[src/rtl/fb_write_scheduler_pkg.sv]
// Shared types for the frame-buffer write side: pixel format, scheduler states, frame size helper.
package fb_pkg;

    typedef logic [15:0] rgb565_t;

    typedef enum logic [2:0] {
        IDLE       = 3'd0,
        CLEAR      = 3'd1,
        DRAW       = 3'd2,
        WAIT_VSYNC = 3'd3,
        SWAP       = 3'd4
    } fb_sched_state_t;

    function automatic int fb_pixels(input int w, input int h);
        return w * h;
    endfunction

endpackage

[src/rtl/fb_write_scheduler_if.sv]
// Frame control, renderer request and frame-buffer write signals of fb_write_scheduler.
// Statistics outputs exist only when FB_WR_STATS_EN is defined.
interface fb_write_scheduler_if #(
    parameter int NUM_REQ = 2,
    parameter int FB_SIZE = 16
);
    logic                      frame_start_in;
    logic [15:0]               clear_color_in;
    logic                      frame_done_in;
    logic                      vsync_in;
    logic [NUM_REQ-1:0]        req_valid_in;
    logic [NUM_REQ*FB_SIZE-1:0] req_addr_in;
    logic [NUM_REQ*16-1:0]     req_data_in;
    logic [NUM_REQ-1:0]        req_ready_out;
    logic [FB_SIZE-1:0]        write_addr_out;
    logic [15:0]               write_data_out;
    logic                      write_enable_out;
    logic                      swap_buffer_out;
    logic                      busy_out;
`ifdef FB_WR_STATS_EN
    logic [31:0]               pix_written_out;
    logic [15:0]               pix_dropped_out;
    logic [31:0]               stall_cycles_out;
`endif

    modport master (
        output frame_start_in, clear_color_in, frame_done_in, vsync_in,
               req_valid_in, req_addr_in, req_data_in,
        input  req_ready_out, write_addr_out, write_data_out, write_enable_out,
               swap_buffer_out, busy_out
`ifdef FB_WR_STATS_EN
        , input pix_written_out, pix_dropped_out, stall_cycles_out
`endif
    );

    modport slave (
        input  frame_start_in, clear_color_in, frame_done_in, vsync_in,
               req_valid_in, req_addr_in, req_data_in,
        output req_ready_out, write_addr_out, write_data_out, write_enable_out,
               swap_buffer_out, busy_out
`ifdef FB_WR_STATS_EN
        , output pix_written_out, pix_dropped_out, stall_cycles_out
`endif
    );
endinterface

[src/rtl/fb_write_scheduler_rr_arbiter.sv]
// Round-robin arbiter: combinational one-hot grant searching upward from a pointer,
// pointer moves past the winner whenever advance is high and something was granted.
module rr_arbiter #(
    parameter  int N  = 2,
    localparam int IW = (N > 1) ? $clog2(N) : 1
) (
    input  logic          clk,
    input  logic          rst,
    input  logic [N-1:0]  req,
    input  logic          advance,
    output logic [N-1:0]  grant,
    output logic [IW-1:0] index
);
    logic [IW-1:0] ptr;
    logic          found;
    int            j;

    always_comb begin
        grant = '0;
        index = '0;
        found = 1'b0;
        j     = 0;
        for (int k = 0; k < N; k++) begin
            j = int'(ptr) + k;
            if (j >= N) j = j - N;
            if (!found && req[j]) begin
                found    = 1'b1;
                grant[j] = 1'b1;
                index    = IW'(j);
            end
        end
    end

    always_ff @(posedge clk or posedge rst) begin
        if (rst)
            ptr <= '0;
        else if (advance && found)
            ptr <= (int'(index) == N - 1) ? '0 : index + IW'(1);
    end
endmodule

[src/rtl/fb_write_scheduler.sv]
// Per-frame write sequencer: clear back buffer, arbitrate renderer writes, swap at vsync.
// Optional statistics counters are compiled in with FB_WR_STATS_EN.
module fb_write_scheduler
    import fb_pkg::*;
#(
    parameter int NUM_REQ   = 2,
    parameter int FB_WIDTH  = 320,
    parameter int FB_HEIGHT = 180
) (
    input  logic clk_in,
    input  logic rst_in,
    fb_write_scheduler_if.slave bus
);
    localparam int PIX     = fb_pixels(FB_WIDTH, FB_HEIGHT);
    localparam int FB_SIZE = $clog2(PIX);
    localparam int IW      = (NUM_REQ > 1) ? $clog2(NUM_REQ) : 1;

    localparam logic [2:0] S_IDLE  = IDLE;
    localparam logic [2:0] S_CLEAR = CLEAR;
    localparam logic [2:0] S_DRAW  = DRAW;
    localparam logic [2:0] S_WAIT  = WAIT_VSYNC;
    localparam logic [2:0] S_SWAP  = SWAP;
    localparam logic [FB_SIZE-1:0] LAST_ADDR = FB_SIZE'(PIX - 1);

    logic [2:0]         state;
    logic [FB_SIZE-1:0] cnt;
    rgb565_t            color;
    logic               draw_en;
    logic [NUM_REQ-1:0] grant;
    logic [IW-1:0]      gidx;
    logic               xfer;
    logic [FB_SIZE-1:0] sel_addr;
    rgb565_t            sel_data;
    logic               in_range;

    // frame_done closes the grant window in the same cycle it arrives
    assign draw_en = (state == S_DRAW) && !bus.frame_done_in;

    rr_arbiter #(.N(NUM_REQ)) u_arb (
        .clk     (clk_in),
        .rst     (rst_in),
        .req     (bus.req_valid_in & {NUM_REQ{draw_en}}),
        .advance (draw_en),
        .grant   (grant),
        .index   (gidx)
    );

    assign bus.req_ready_out = grant;
    assign xfer     = |grant;
    assign sel_addr = bus.req_addr_in[int'(gidx)*FB_SIZE +: FB_SIZE];
    assign sel_data = bus.req_data_in[int'(gidx)*16 +: 16];
    assign in_range = int'(sel_addr) < PIX;

    always_ff @(posedge clk_in or posedge rst_in) begin
        if (rst_in) begin
            state                <= S_IDLE;
            cnt                  <= '0;
            color                <= '0;
            bus.write_addr_out   <= '0;
            bus.write_data_out   <= '0;
            bus.write_enable_out <= 1'b0;
            bus.swap_buffer_out  <= 1'b0;
            bus.busy_out         <= 1'b0;
        end else begin
            bus.write_enable_out <= 1'b0;
            bus.swap_buffer_out  <= 1'b0;
            case (state)
                S_IDLE: if (bus.frame_start_in) begin
                    state        <= S_CLEAR;
                    color        <= bus.clear_color_in;
                    cnt          <= '0;
                    bus.busy_out <= 1'b1;
                end
                S_CLEAR: begin
                    bus.write_enable_out <= 1'b1;
                    bus.write_addr_out   <= cnt;
                    bus.write_data_out   <= color;
                    if (cnt == LAST_ADDR) state <= S_DRAW;
                    else                  cnt   <= cnt + FB_SIZE'(1);
                end
                S_DRAW: begin
                    if (bus.frame_done_in) state <= S_WAIT;
                    if (xfer) begin
                        bus.write_enable_out <= in_range;
                        bus.write_addr_out   <= sel_addr;
                        bus.write_data_out   <= sel_data;
                    end
                end
                S_WAIT: if (bus.vsync_in) begin
                    state               <= S_SWAP;
                    bus.swap_buffer_out <= 1'b1;
                end
                S_SWAP: begin
                    state        <= S_IDLE;
                    bus.busy_out <= 1'b0;
                end
                default: state <= S_IDLE;
            endcase
        end
    end

`ifdef FB_WR_STATS_EN
    always_ff @(posedge clk_in or posedge rst_in) begin
        if (rst_in) begin
            bus.pix_written_out  <= '0;
            bus.pix_dropped_out  <= '0;
            bus.stall_cycles_out <= '0;
        end else if (state == S_IDLE && bus.frame_start_in) begin
            bus.pix_written_out  <= '0;
            bus.pix_dropped_out  <= '0;
            bus.stall_cycles_out <= '0;
        end else if (draw_en) begin
            if (xfer && in_range)
                bus.pix_written_out <= bus.pix_written_out + 32'd1;
            if (xfer && !in_range && bus.pix_dropped_out != 16'hFFFF)
                bus.pix_dropped_out <= bus.pix_dropped_out + 16'd1;
            if (|bus.req_valid_in && !xfer)
                bus.stall_cycles_out <= bus.stall_cycles_out + 32'd1;
        end
    end
`endif
endmodule
[src/flat_wrapper.sv]
// flat-port wrapper written by rule: the top's interface ports become plain ports
module fb_write_scheduler_flat import fb_pkg::*;
#(
    parameter int NUM_REQ   = 2,
    parameter int FB_WIDTH  = 320,
    parameter int FB_HEIGHT = 180
)
  (clk_in, rst_in, bus_frame_start_in, bus_clear_color_in, bus_frame_done_in, bus_vsync_in, bus_req_valid_in, bus_req_addr_in, bus_req_data_in, bus_req_ready_out, bus_write_addr_out, bus_write_data_out, bus_write_enable_out, bus_swap_buffer_out, bus_busy_out);
  fb_write_scheduler_if #(.NUM_REQ(NUM_REQ)) bus_i ();
  input  logic clk_in;
  input  logic rst_in;
  input wire logic [$bits(bus_i.frame_start_in)-1:0] bus_frame_start_in;
  input wire logic [$bits(bus_i.clear_color_in)-1:0] bus_clear_color_in;
  input wire logic [$bits(bus_i.frame_done_in)-1:0] bus_frame_done_in;
  input wire logic [$bits(bus_i.vsync_in)-1:0] bus_vsync_in;
  input wire logic [$bits(bus_i.req_valid_in)-1:0] bus_req_valid_in;
  input wire logic [$bits(bus_i.req_addr_in)-1:0] bus_req_addr_in;
  input wire logic [$bits(bus_i.req_data_in)-1:0] bus_req_data_in;
  output wire logic [$bits(bus_i.req_ready_out)-1:0] bus_req_ready_out;
  output wire logic [$bits(bus_i.write_addr_out)-1:0] bus_write_addr_out;
  output wire logic [$bits(bus_i.write_data_out)-1:0] bus_write_data_out;
  output wire logic [$bits(bus_i.write_enable_out)-1:0] bus_write_enable_out;
  output wire logic [$bits(bus_i.swap_buffer_out)-1:0] bus_swap_buffer_out;
  output wire logic [$bits(bus_i.busy_out)-1:0] bus_busy_out;
  assign bus_i.frame_start_in = bus_frame_start_in;
  assign bus_i.clear_color_in = bus_clear_color_in;
  assign bus_i.frame_done_in = bus_frame_done_in;
  assign bus_i.vsync_in = bus_vsync_in;
  assign bus_i.req_valid_in = bus_req_valid_in;
  assign bus_i.req_addr_in = bus_req_addr_in;
  assign bus_i.req_data_in = bus_req_data_in;
  assign bus_req_ready_out = bus_i.req_ready_out;
  assign bus_write_addr_out = bus_i.write_addr_out;
  assign bus_write_data_out = bus_i.write_data_out;
  assign bus_write_enable_out = bus_i.write_enable_out;
  assign bus_swap_buffer_out = bus_i.swap_buffer_out;
  assign bus_busy_out = bus_i.busy_out;
  fb_write_scheduler #(.NUM_REQ(NUM_REQ), .FB_WIDTH(FB_WIDTH), .FB_HEIGHT(FB_HEIGHT)) u_core (.clk_in(clk_in), .rst_in(rst_in), .bus(bus_i));
endmodule
[config.mk]
export PLATFORM = sky130hd
export DESIGN_NAME = fb_write_scheduler_flat
export DESIGN_NICKNAME = d
export VERILOG_FILES = /design/src/rtl/fb_write_scheduler_pkg.sv /design/src/rtl/fb_write_scheduler_if.sv /design/src/rtl/fb_write_scheduler_rr_arbiter.sv /design/src/rtl/fb_write_scheduler.sv /design/src/flat_wrapper.sv
export SDC_FILE = /design/constraint.sdc
export NUM_CORES = 1
export LEC_CHECK = 0
export BUFFER_PORTS_ARGS = -buffer_cell sky130_fd_sc_hd__buf_2
export CAP_MARGIN = 10
export CORE_MARGIN = 2
export CORE_UTILIZATION = 40
export DETAILED_ROUTE_END_ITERATION = 10
export PLACE_DENSITY = 0.62
export SYNTH_ARGS = -nofsm -noshare
export SYNTH_HDL_FRONTEND = slang
export SYNTH_SLANG_ARGS = --single-unit
[constraint.sdc]
create_clock -name clk_in -period 2.6 [get_ports clk_in]
set_clock_uncertainty 0.05 [all_clocks]
set_input_delay 0.26 -clock clk_in [delete_from_list [all_inputs] [get_ports clk_in]]
set_output_delay 0.26 -clock clk_in [all_outputs]
set_load 0.01 [all_outputs]
==> results.json <==
{
  "hold_class": "in -> reg",
  "grtUsageTotal_pct": 21.89,
  "rows": 35,
  "worst_pin_slew_ns": 0.6807,
  "cp-start-kind": "flip-flop",
  "vias": 3628,
  "final_common_cell": "buf_2",
  "syn_nets": 514,
  "ctsHoldBuffers": 1,
  "drc_errors": 0,
  "cts_made_buffers": 9,
  "p_per_area_nw_per_um2": 695.5,
  "min_path_cells": 3,
  "netlist_area_um2": 3791,
  "die_w_um": 101.4,
  "finalNetCount": 631,
  "worstHoldStart": "bus_clear_color_in[4]",
  "p_leak_nw": 2.204,
  "setup_tns_ns": 0,
  "cts_root_buf": "clkbuf_8",
  "diodes": 0,
  "maxCapViolCount": 0,
  "critPathArrivalTime_ns": 2.14,
  "die_h_um": 101.4,
  "grt_pass1_vias": 3454,
  "start_util_pct": 41.22,
  "ff2ff_setup_slack_ns": 0.38,
  "io_pins": 124,
  "worstSetupPathType": "reg -> out",
  "synth-seq-cells": 71,
  "reg2reg_depth": 4,
  "grt_setup_unrepaired": "no",
  "finalCriticalPeriod_ns": 2.446,
  "min_to": "u_core.color[4]",
  "drt_iter0_drc": 196,
  "cts.clk_slew.worst_paths_ns": 0.08,
  "crit_fanout": 17,
  "routabilityCongestion": 0.8335,
  "clock.fmax_ghz": 0.4088,
  "yosysTopAreaCell": "dfrtp_1",
  "place_ws_ns": 0.4278,
  "finalWirelength_um": 11000,
  "drive_gt1_share_pct": 30.71,
  "clockBufferDepth": 2,
  "setup_violations": 0,
  "overflow": 0,
  "syn_inst": 426,
  "die_area_um2": 10270,
  "antenna_found_initial": 0,
  "wl_per_cell_um": 16.71,
  "timing.rr.start": "u_core.state[2]",
  "syn2layout_area_growth_pct": 26.17,
  "seq_area_frac_synth_pct": 46.86,
  "dp_hpwl_um": 8008,
  "synth_area_leaders": "dfrtp_1 47%, nand2_1 9.2%, o31ai_1 6.7%",
  "final_hold_viol_count": 0,
  "grt_pass1_wl_um": 17620,
  "drt_first_pass_iters": 4,
  "postCtsSetupBuffers": 0,
  "ys_warn_count": 0,
  "cp.required_ns": 2.29,
  "relSlewSlack_pct": 54.48,
  "core-area_um2": 9196,
  "synth_area_per_cell_um2": 8.899,
  "htree_levels": 3,
  "finalCritPeriodShare_pct": 94.08,
  "numClockSinks": 71,
  "final_util_pct": 52.01,
  "grt_start_max_net_pins": 66,
  "ant_nets": 0,
  "clock_latency_ns": 0.34,
  "portBuffers": 123,
  "cts_resized": 0,
  "cts_tree": "built",
  "ys_types": 42,
  "rr_endpoint": "u_core.cnt[13]",
  "yosysTopAreaCellShare_pct": 46.86,
  "status": "finished, final reports clean",
  "viasPerCell": 5.514,
  "setup_ws_ns": 0.1538,
  "critPathCaptureType": "primary output",
  "layout_common_cells": "123 x buf_2, 93 x nand2_1, 71 x dfrtp_1",
  "vdd_drop_max_mv": 0.3136,
  "slew_viol_final": 0
}
[how the worst max path moves through the flow]
| stage | start | endpoint | slack (ns) | cells past startpoint |
|---|---|---|---|---|
| 6_report | u_core.state[1] | bus_req_ready_out[1] | 0.15 | 3 |
| 5_1_grt | u_core.state[1] | bus_req_ready_out[1] | 0.03 | 3 |
| 4_1_cts | u_core.state[1] | bus_req_ready_out[1] | 0.14 | 3 |
| 3_5_place_dp | u_core.state[2] | u_core.cnt[15] | 0.43 | 4 |
| 3_3_place_gp | u_core.state[2] | u_core.cnt[15] | 0.49 | 4 |
| 2_1_floorplan | rst_in | u_core.bus.busy_out | 0.49 | 1 |
[synth_stat cells (all sizes together)]
| master | instances |
|---|---|
| xnor2 | 1 |
| or3b | 1 |
| nor4bb | 1 |
| a22oi | 1 |
| o22ai | 1 |
| dfrtp | 71 |
| o211ai | 2 |
| mux2i | 5 |
| nor3 | 3 |
| clkbuf | 25 |
| nor2 | 41 |
| a31oi | 2 |
| nand4bb | 1 |
| a31o | 3 |
| nand2b | 1 |
| nor4b | 3 |
| nor4 | 1 |
| a21oi | 14 |
| and2 | 2 |
| nor2b | 2 |
| and3 | 2 |
| nand2 | 93 |
| or3 | 4 |
| o21ai | 5 |
| or2 | 1 |
| buf | 9 |
| nor3b | 4 |
| and4 | 3 |
| ha | 1 |
| nand3 | 7 |
| or4 | 5 |
| and4bb | 1 |
| inv | 4 |
| a211oi | 33 |
| nand4 | 6 |
| nand3b | 1 |
| o21a | 32 |
| o31ai | 34 |
[final cells by class]
class | count | area, µm²
fillers | 907 | 4413
well taps | 111 | 138.9
multi-input cells | 317 | 1894
clock buffers | 12 | 145.1
flip-flops and latches | 71 | 1777
clock inverters | 3 | 67.56
inverters | 4 | 15.01
repair buffers | 140 | 745.7
[power breakdown]
part           internal (mW)  switching, mW
clock                  0.563          0.415
sequential              1.34          0.207
combinational          0.364          0.435
total                   2.27           1.06
[metrics by stage]
step	cells	total power, mW	hold WS, ns	area, µm²
2_1_floorplan	426	1.998	0.3141	3791
3_3_place_gp	642	2.348	0.3214	4561
3_5_place_dp	642	2.368	0.3367	4561
4_1_cts	658	3.345	0.04727	4783
5_1_grt	658	3.533	0.05092	4783
6_report	658	3.327	0.05648	4783
[cells by family after synthesis]
logic type	after synthesis	synth area share, %
and+or+nand+nor	183	23.37
AOI/OAI and AO/OA	127	23.89
DFF	71	46.86
buffers and inverters	38	3.993
muxes	5	1.320
xor gates and xnor gates	1	0.2311
adders and majority gates	1	0.3300
[routing by layer]
| metal | wire length, µm | share of wire, % | track usage, % |
|---|---|---|---|
| met1 | 5452 | 50 | 33.77 |
| met2 | 4864 | 44 | 31.99 |
| met3 | 532 | 4.8 | 3.382 |
| met4 | 149 | 1.4 | 5.821 |
| met5 | 0 | 0 | 0 |
[critical path, cell delays in order, from the launching register on]
cell     delay, ns
dfrtp_1       0.62
or3b_2        0.70
nor3_2        0.30
buf_2         0.17
[state kept, by name, summed over array words and instances, names as in the netlist]
register and flops:
u_core.bus.write_addr_out 16, u_core.bus.write_data_out 16, u_core.cnt 16, u_core.color 16, u_core.state 3, u_core.bus.busy_out 1, u_core.bus.swap_buffer_out 1, u_core.bus.write_enable_out 1
u_core.u_arb.ptr 1
(Power assumes the default switching activity.)
